===== src/rtl/uart_fifo.sv =====
// uart_fifo: host-side TX/RX byte FIFOs with a polling engine that moves bytes
// to and from a register-mapped UART slave.
module uart_fifo #(
   parameter int DEPTH    = 16,
   parameter int POLL_GAP = 2
) (
   input  logic        clk,
   input  logic        rst_n,
   input  logic [2:0]  addr,
   input  logic [31:0] din,
   output logic [31:0] dout,
   input  logic [3:0]  lane,
   input  logic        wr,
   input  logic        valid,
   output logic [2:0]  u_addr,
   output logic [31:0] u_din,
   output logic [3:0]  u_lane,
   output logic        u_wr,
   output logic        u_valid,
   input  logic [31:0] u_dout,
   output logic        irq
);
   localparam int AW = $clog2(DEPTH);
   localparam int CW = AW + 1;
   typedef enum logic [2:0] {IDLE, STAT, STAT_WAIT, DECIDE, TX_WR, RX_ADDR, RX_CAP} state_t;
   state_t state;
   logic [3:0] gap;
   logic [7:0] tx_mem [DEPTH];
   logic [7:0] rx_mem [DEPTH];
   logic [AW-1:0] tx_wp, tx_rp, rx_wp, rx_rp;
   logic [CW-1:0] tx_cnt, rx_cnt;
   logic tx_ovf, host_data, tx_full, tx_empty, rx_full, rx_ne;
   logic tx_push, tx_pop, rx_push, rx_pop, ovf_clr, unused_bits;
   logic [31:0] status;
   assign host_data = valid && !addr[2] && lane[0];
   assign tx_full   = tx_cnt == CW'(DEPTH);
   assign tx_empty  = tx_cnt == '0;
   assign rx_full   = rx_cnt == CW'(DEPTH);
   assign rx_ne     = rx_cnt != '0;
   assign tx_push   = host_data && wr && !tx_full;
   assign tx_pop    = state == TX_WR;
   assign rx_push   = state == RX_CAP && !rx_full;
   assign rx_pop    = host_data && !wr && rx_ne;
   assign ovf_clr   = valid && wr && addr[2] && lane[0] && din[4];
   assign status    = {9'h0, 7'(rx_cnt), 1'b0, 7'(tx_cnt), 2'b0,
                       state != IDLE, tx_ovf, tx_full, tx_empty, rx_full, rx_ne};
   assign unused_bits = ^{din[31:8], u_dout[31:15], u_dout[13:9], lane[3:1], addr[1:0]};
   // Storage carries no reset; pointers and counts alone define what is valid.
   always_ff @(posedge clk) begin
      if (tx_push) tx_mem[tx_wp] <= din[7:0];
      if (rx_push) rx_mem[rx_wp] <= u_dout[7:0];
   end
   always_ff @(posedge clk or negedge rst_n) begin
      if (!rst_n) begin
         tx_wp  <= '0;
         tx_rp  <= '0;
         rx_wp  <= '0;
         rx_rp  <= '0;
         tx_cnt <= '0;
         rx_cnt <= '0;
         tx_ovf <= 1'b0;
         irq    <= 1'b0;
         dout   <= '0;
      end else begin
         tx_wp  <= tx_wp + AW'(tx_push);
         tx_rp  <= tx_rp + AW'(tx_pop);
         rx_wp  <= rx_wp + AW'(rx_push);
         rx_rp  <= rx_rp + AW'(rx_pop);
         tx_cnt <= tx_cnt + CW'(tx_push) - CW'(tx_pop);
         rx_cnt <= rx_cnt + CW'(rx_push) - CW'(rx_pop);
         tx_ovf <= (tx_ovf || (host_data && wr && tx_full)) && !ovf_clr;
         irq    <= rx_ne;
         dout   <= addr[2] ? status : {24'h0, rx_mem[rx_rp]};
      end
   end
   // Bus outputs are loaded on entry to each state; u_addr holds through IDLE.
   always_ff @(posedge clk or negedge rst_n) begin
      if (!rst_n) begin
         state   <= IDLE;
         gap     <= '0;
         u_addr  <= '0;
         u_din   <= '0;
         u_lane  <= '0;
         u_wr    <= 1'b0;
         u_valid <= 1'b0;
      end else begin
         u_valid <= 1'b0;
         u_wr    <= 1'b0;
         u_lane  <= '0;
         case (state)
            IDLE:
               if (gap == 4'(POLL_GAP)) begin
                  gap    <= '0;
                  state  <= STAT;
                  u_addr <= 3'b100;
               end else gap <= gap + 4'd1;
            STAT:      state <= STAT_WAIT;
            STAT_WAIT: state <= DECIDE;
            DECIDE:
               if (u_dout[8] && !rx_full) begin
                  state  <= RX_ADDR;
                  u_addr <= 3'b000;
               end else if (u_dout[14] && !tx_empty) begin
                  state   <= TX_WR;
                  u_addr  <= 3'b000;
                  u_valid <= 1'b1;
                  u_wr    <= 1'b1;
                  u_lane  <= 4'b0001;
                  u_din   <= {24'h0, tx_mem[tx_rp]};
               end else state <= IDLE;
            RX_ADDR: begin
               state   <= RX_CAP;
               u_valid <= 1'b1;
               u_lane  <= 4'b0001;
            end
            TX_WR, RX_CAP: begin
               state  <= STAT;
               u_addr <= 3'b100;
            end
            default: state <= IDLE;
         endcase
      end
   end
endmodule


===== config.mk =====
export PLATFORM = sky130hd
export DESIGN_NAME = uart_fifo
export DESIGN_NICKNAME = d
export VERILOG_FILES = /design/src/rtl/uart_fifo.sv
export SDC_FILE = /design/constraint.sdc
export NUM_CORES = 1
export LEC_CHECK = 0
export CAP_MARGIN = 25
export CELL_PAD_IN_SITES_DETAIL_PLACEMENT = 1
export CELL_PAD_IN_SITES_GLOBAL_PLACEMENT = 2
export CORE_UTILIZATION = 40
export CTS_CLUSTER_SIZE = 10
export DETAILED_ROUTE_END_ITERATION = 16
export PLACE_DENSITY_LB_ADDON = 0.15
export SETUP_SLACK_MARGIN = 0.05
export SLEW_MARGIN = 20
export SYNTH_ARGS = -nofsm -noshare
export SYNTH_HDL_FRONTEND = slang
export SYNTH_SLANG_ARGS = --single-unit

===== constraint.sdc =====
create_clock -name clk -period 2.9 [get_ports clk]
set_input_delay 0.87 -clock clk [delete_from_list [all_inputs] [get_ports clk]]
set_output_delay 0.87 -clock clk [all_outputs]
set_load 0.01 [all_outputs]

==> results of run 1 <==
==> per-stage QoR <==
step	worst slack (ps)	hold slack, ps
final	168	455
after global routing	41.4	517
after CTS	63.2	498
after detailed placement	-508	506
after global placement	-494	486
after floorplan	151	469
==> per-layer routing <==
layer | vias to the layer above | global-route usage | wire [microns]
met4 | 0 | 0.0549 | 649
met1 | 3397 | 0.214 | 11600
met2 | 98 | 0.324 | 15300
met3 | 43 | 0.0277 | 800
met5 | - | 0 | 0
li1 | 2863 | - | -
==> final cells by class <==
type	instances	area, sq um
fill	2954	16400
sequential	320	9290
multi-input combinational	325	3250
clock buffer	67	1090
timing repair buffer	111	991
tap	402	503
inverter	19	71.3
clock inverter	3	62.6
==> registers in the layout, summed over array words and instances (netlist names), 3 cells and up <==
name and cells:
rx_cnt 5, gap 4, dout 18, tx_cnt 5, rx_rp 4, rx_mem 128, u_din 8, rx_wp 4
tx_wp 4, state 3, tx_mem 128, tx_rp 4
==> how the worst max path moves through the flow <==
stage | startpoint | end | cells past startpoint
after floorplan | addr[2] | tx_cnt[4] | 12
after global placement | addr[2] | rx_cnt[4] | 12
after detailed placement | addr[2] | rx_cnt[4] | 12
after CTS | addr[2] | tx_cnt[4] | 13
after global routing | addr[2] | tx_cnt[4] | 13
final | addr[2] | tx_cnt[4] | 13
==> critical path, cell delays in order <==
cell	delay (ps)
clkdlybuf4s50_1	420
nand3b_1	250
nor3b_4	220
inv_1	70
ha_1	260
inv_1	60
ha_2	170
inv_1	50
fa_2	350
inv_2	60
a21oi_1	70
o21bai_1	160
xnor2_1	140
==> power by group <==
part | switching [mW] | internal (mW) | total [mW]
sequential | 0.513 | 5.40 | 5.92
clock | 1.78 | 2.64 | 4.41
combinational | 1.59 | 1.74 | 3.33
total | 3.88 | 9.78 | 13.7
==> logic make-up (layout without fill, tap and decap cells) <==
group                      after synthesis  count (layout)  synth area share
AOI/OAI and AO/OA                       51              51            0.0246
xor gates and xnor gates                18              18            0.0122
adders and majority gates               22              22            0.0225
buffers and inverters                   92             200            0.0440
DFF                                    320             320             0.719
muxes                                   90              90             0.136
other                                    1              43          0.000290
and+or+nand+nor                        101             101            0.0413
==> what timing repair did <==
action,in CTS,in global routing
setup endpoints to repair,2,2
resized for setup,2,4
hold buffers,0,0
setup buffers,1,1
pin swaps,2,5
==> layout by cell type, fill, tap and decap left out, types with 9 or more instances in the layout <==
cell / count
a21oi_1: 16
buf_4: 56
clkbuf_1: 27
clkbuf_16: 39
clkdlybuf4s50_1: 53
conb_1: 43
dfrtp_1: 62
edfxtp_1: 256
ha_1: 19
inv_1: 17
mux2i_1: 16
mux4_2: 60
nand2_1: 9
nand3_1: 9
nor2_1: 38
o22ai_1: 14
xnor2_1: 9
xor2_1: 9
==> metrics.cfg, run 1 <==
[global_route]
grt_util_all_layers=0.177
grt-ovfl-total=0
grt_pass1_wl_microns=43000
grt_pass1_vias=7130
antenna_found_initial=0
grt_max_degree=65

[placed_design]
place_congestion=0.777
port_buffers=54
dp_hpwl_microns=18900
placed_area_sq_um=14100
dp.cells=1175

[floorplan]
dieArea_sq_um=33000
fp.dieH_microns=182
die_w_microns=182
start_util=0.408
coreArea_sq_um=31600
num_rows=65
ios=149

[clocking]
numCtsBuffers=38
cts_max_level=2
clk_latency_ps=530
cts.path.max_buffers=3
cts_tree=yes
cts_root_buf=clkbuf_16
cts.sinks=320
path_clk_slew_ps=50

[hold_path]
min_path_type=primary input to async pin

[logic_synthesis]
synth.top_cell.area_share=0.595
synth_edf_count=256
async_flop_share=0.200
avgSynthCellArea_sq_um=18.6
ys_ff_latch=320
ys_seq_area_frac=0.719
synth_commonest_cells=256 x edfxtp_1, 64 x dfrtp_1, 60 x mux4_2
ys.warnings.count=0
synth_ff_type=edfxtp_1
synth_area_leaders=edfxtp_1 60%, dfrtp_1 12%, mux4_2 10%
synth_cell_types=50
synth_most_common_cell=edfxtp_1
synth_area_leader_cell=edfxtp_1
synth_cells=695
syn_area_sq_um=12900

[detailed_routing]
ant_nets=0
wire_per_inst_microns=22.7
vias=6401
drt_iter0_drc=319
drc_errors=0
firstDrtPassIters=4
wl_microns=28300
vias_per_cell=5.13

[worst_setup_path]
regToRegStartpoint=rx_cnt[2]
critPathKind=primary input to register
cp_max_fo=2
r2r_end=rx_cnt[4]
cp.required_ps=3320
cp-start-kind=primary input
r2r_setup_slack_ps=290
arrival_ps=3150
worstRegToRegCells=12
end_kind=register

[timing]
hold_viol=0
worstMarginPinSlew_ps=883
setup_tns_ps=0
clock.fmax_ghz=0.366
finalCritPeriodShare=0.942
finalSetupViolCount=0
relSlewSlack=0.412
layout_min_cycle_time_ps=2730
fin_skew_ps=26.0
rsz0062_at_grt=true
drv_slew=0

[job]
maxCapViolCount=0

[finish]
design_area_sq_um=15300
n_antenna_cell=0
drive_gt1_frac=0.218
area_delta_synth_final_pct=18.1
fin_util=0.482
fin_nets=912
layoutNonFillerInstCount=1247

[status]
outcome=finished, final reports clean

[pwr]
total_power_mw=13.7
power_density_nw_per_um2=895
power_leakage_nw=5.41
vdd_drop_max_mv=0.532

Note: power is estimated with default switching activity, not from simulation.
==> run 2, diff against run 1 <==
--- a/config.mk
+++ b/config.mk
@@ -8,6 +8,7 @@
 export CAP_MARGIN = 25
 export CELL_PAD_IN_SITES_DETAIL_PLACEMENT = 1
 export CELL_PAD_IN_SITES_GLOBAL_PLACEMENT = 2
+export CORE_ASPECT_RATIO = 0.7
 export CORE_UTILIZATION = 40
 export CTS_CLUSTER_SIZE = 10
 export DETAILED_ROUTE_END_ITERATION = 16
==> run 2 against run 1 <==
Worst setup slack gained 31 ps. Clock skew shrank 9.5 ps. Final area is essentially flat. Via count is essentially flat. Core utilization grew 0.24 points. Power shrank 0.89%. Largest power group unchanged. Highest routed layer unchanged.
==> metrics.cfg, run 2 (synthesis gave the netlist of run 1 again) <==
[status]
outcome=finished, final reports clean

[finish]
drive_gt1_frac=0.217  ; -0.000927
n_antenna_cell=0  ; unchanged
layoutNonFillerInstCount=1264  ; +1.4%
area_delta_synth_final_pct=18.1  ; about the same
design_area_sq_um=15300  ; about the same
layout_commonest_cell=edfxtp_1
fin_nets=914  ; +0.22%
fin_util=0.485  ; +0.00240
reg_top3=rx_mem (128), tx_mem (128), dout (18)
final_cell_mix=256 x edfxtp_1, 62 x dfrtp_1, 60 x mux4_2, 57 x buf_4, 51 x clkdlybuf4s50_1

[floorplan]
die_w_microns=217  ; +19%
start_util=0.410  ; +0.00196
ios=149  ; unchanged
num_rows=54  ; -17%
coreArea_sq_um=31500  ; -0.48%
fp.dieH_microns=152  ; -16%
dieArea_sq_um=33000  ; about the same

[pwr]
clkPwrFrac=0.319  ; -0.004
comb_power_share=0.247  ; +0.003
power.internal_mw=9.74  ; -0.42%
power_leakage_nw=5.42  ; +0.24%
vdd_drop_max_mv=0.554  ; +4.1%
switching_power_mw=3.80  ; -2.1%
power_density_nw_per_um2=887  ; -0.90%
pwr-share-seq=0.433  ; about the same
sw_frac_of_total=0.281  ; -0.00339

[clocking]
cts.sinks=320  ; unchanged
hold_buffers=0  ; unchanged
cts_root_buf=clkbuf_16
path_clk_slew_ps=50  ; about the same
cts_tree=yes
cts.path.max_buffers=3  ; unchanged
cts_max_level=2  ; unchanged
clk_latency_ps=520  ; about the same
numCtsBuffers=38  ; unchanged

[placed_design]
port_buffers=54  ; unchanged
place_congestion=0.752  ; -3.3%
placed_area_sq_um=14100  ; +0.20%
dp.cells=1195  ; +1.7%
dp_hpwl_microns=19000  ; +0.61%

[global_route]
antenna_found_initial=0  ; unchanged
grt-ovfl-total=0  ; unchanged
grt_pass1_vias=6918  ; -3.0%
grt_util_all_layers=0.172  ; -0.00444
grt_max_degree=50  ; -23%
grt_pass1_wl_microns=42600  ; -1.0%

[worst_setup_path]
r2r_setup_slack_ps=320  ; +30 ps
critPathMostFrequentCell=inv_1
cp-start-kind=primary input
cp.required_ps=3330  ; about the same
path_cells=clkdlybuf4s50_1 > nand3b_1 > nor3b_4 > inv_1 > ha_1 > inv_1 > ha_2 > inv_1 > fa_2 > inv_1 > a21oi_1 > o21bai_1 > xnor2_1
arrival_ps=3130  ; -20 ps
critPathKind=primary input to register
critPathMaxStageDelay_ps=480  ; +60 ps
critPathBufInv=5  ; unchanged
cp_max_fo=2  ; unchanged
end_kind=register
crit_family=adder cells
critical-path-slowest-cell=clkdlybuf4s50_1

[timing]
setup_tns_ps=0  ; unchanged
fin_skew_ps=16.5  ; -9.48 ps
finalCritPeriodShare=0.931  ; -0.0108
hold_slack_ps=332  ; -122 ps
rsz0062_at_grt=false
hold_viol=0  ; unchanged
drv_slew=0  ; unchanged
layout_min_cycle_time_ps=2700  ; -31.4 ps
worstMarginPinSlew_ps=721  ; -162 ps
finalSetupViolCount=0  ; unchanged
relSlewSlack=0.519  ; +0.108
clock.fmax_ghz=0.370  ; +1.2%

[detailed_routing]
drc_errors=0  ; unchanged
firstDrtPassIters=6  ; +2
wire_per_inst_microns=21.9  ; -3.7%
ant_nets=0  ; unchanged
vias=6395  ; -0.094%
vias_per_cell=5.06  ; -1.4%
wl_microns=27600  ; -2.4%
drt_iter0_drc=456  ; +43%

[hold_path]
min_path_type=primary input to async pin

[job]
maxCapViolCount=0  ; unchanged

[run 2: cell count changes in the layout (fill, tap and decap cells not counted), sizes merged]
cell | previous run | this run
clkbuf | 67 | 64
buf | 58 | 60
clkdlybuf4s50 | 53 | 51
clkinv | 2 | 0
dlymetal6s2s | 0 | 2
clkinvlp | 0 | 1
inv | 19 | 20
[run 2: layout make-up]
cell class              count  area (sq um)
clock inverters             3          46.3
fillers                  2997         16200
flip-flops and latches    320          9290
inverters                  19          71.3
well taps                 420           526
clock buffers              64          1070
repair buffers            113          1010
multi-input cells         325          3250
[run 2: power groups by stage]
stage	clock network, mW	registers, mW	logic (mW)
final	4.32	5.87	3.35
after global routing	4.58	5.95	3.69
after CTS	4.45	5.88	3.40
after detailed placement	0	5.96	3.38
after global placement	0	5.92	3.29
after floorplan	0	5.78	2.38
[run 2: worst paths after layout]
kind	cells after the start	startpoint	to
worst max-delay path	13	valid	tx_cnt[4]
worst min-delay path	1	rst_n	rx_rp[2]
worst max register to register	14	tx_cnt[3]	tx_cnt[4]
worst min register to register	1	u_din[6]	u_din[6]
max in group asynchronous	2	rst_n	tx_rp[2]
min in group clk	1	u_din[6]	u_din[6]
[run 2: per-layer routing]
| layer | vias up | global-route usage | part of all wire |
|---|---|---|---|
| met5 | - | 0 | 0 |
| met4 | 0 | 0.0399 | 0.015 |
| met3 | 35 | 0.0319 | 0.054 |
| met2 | 138 | 0.256 | 0.45 |
| met1 | 3352 | 0.264 | 0.48 |
| li1 | 2870 | - | - |
[run 2: per-stage QoR]
stage,setup WS (ps),power (mW)
finish,199,13.5
global route,40.4,14.2
CTS,117,13.7
detailed placement,-503,9.34
global placement,-439,9.21
floorplan,151,8.15
[run 2: timing repair]
item,4_1_cts,5_1_grt
gates resized for setup,1,7
setup endpoints to repair,1,2
endpoints found under the hold margin,0,0
pin swaps,0,5
setup buffers,0,2
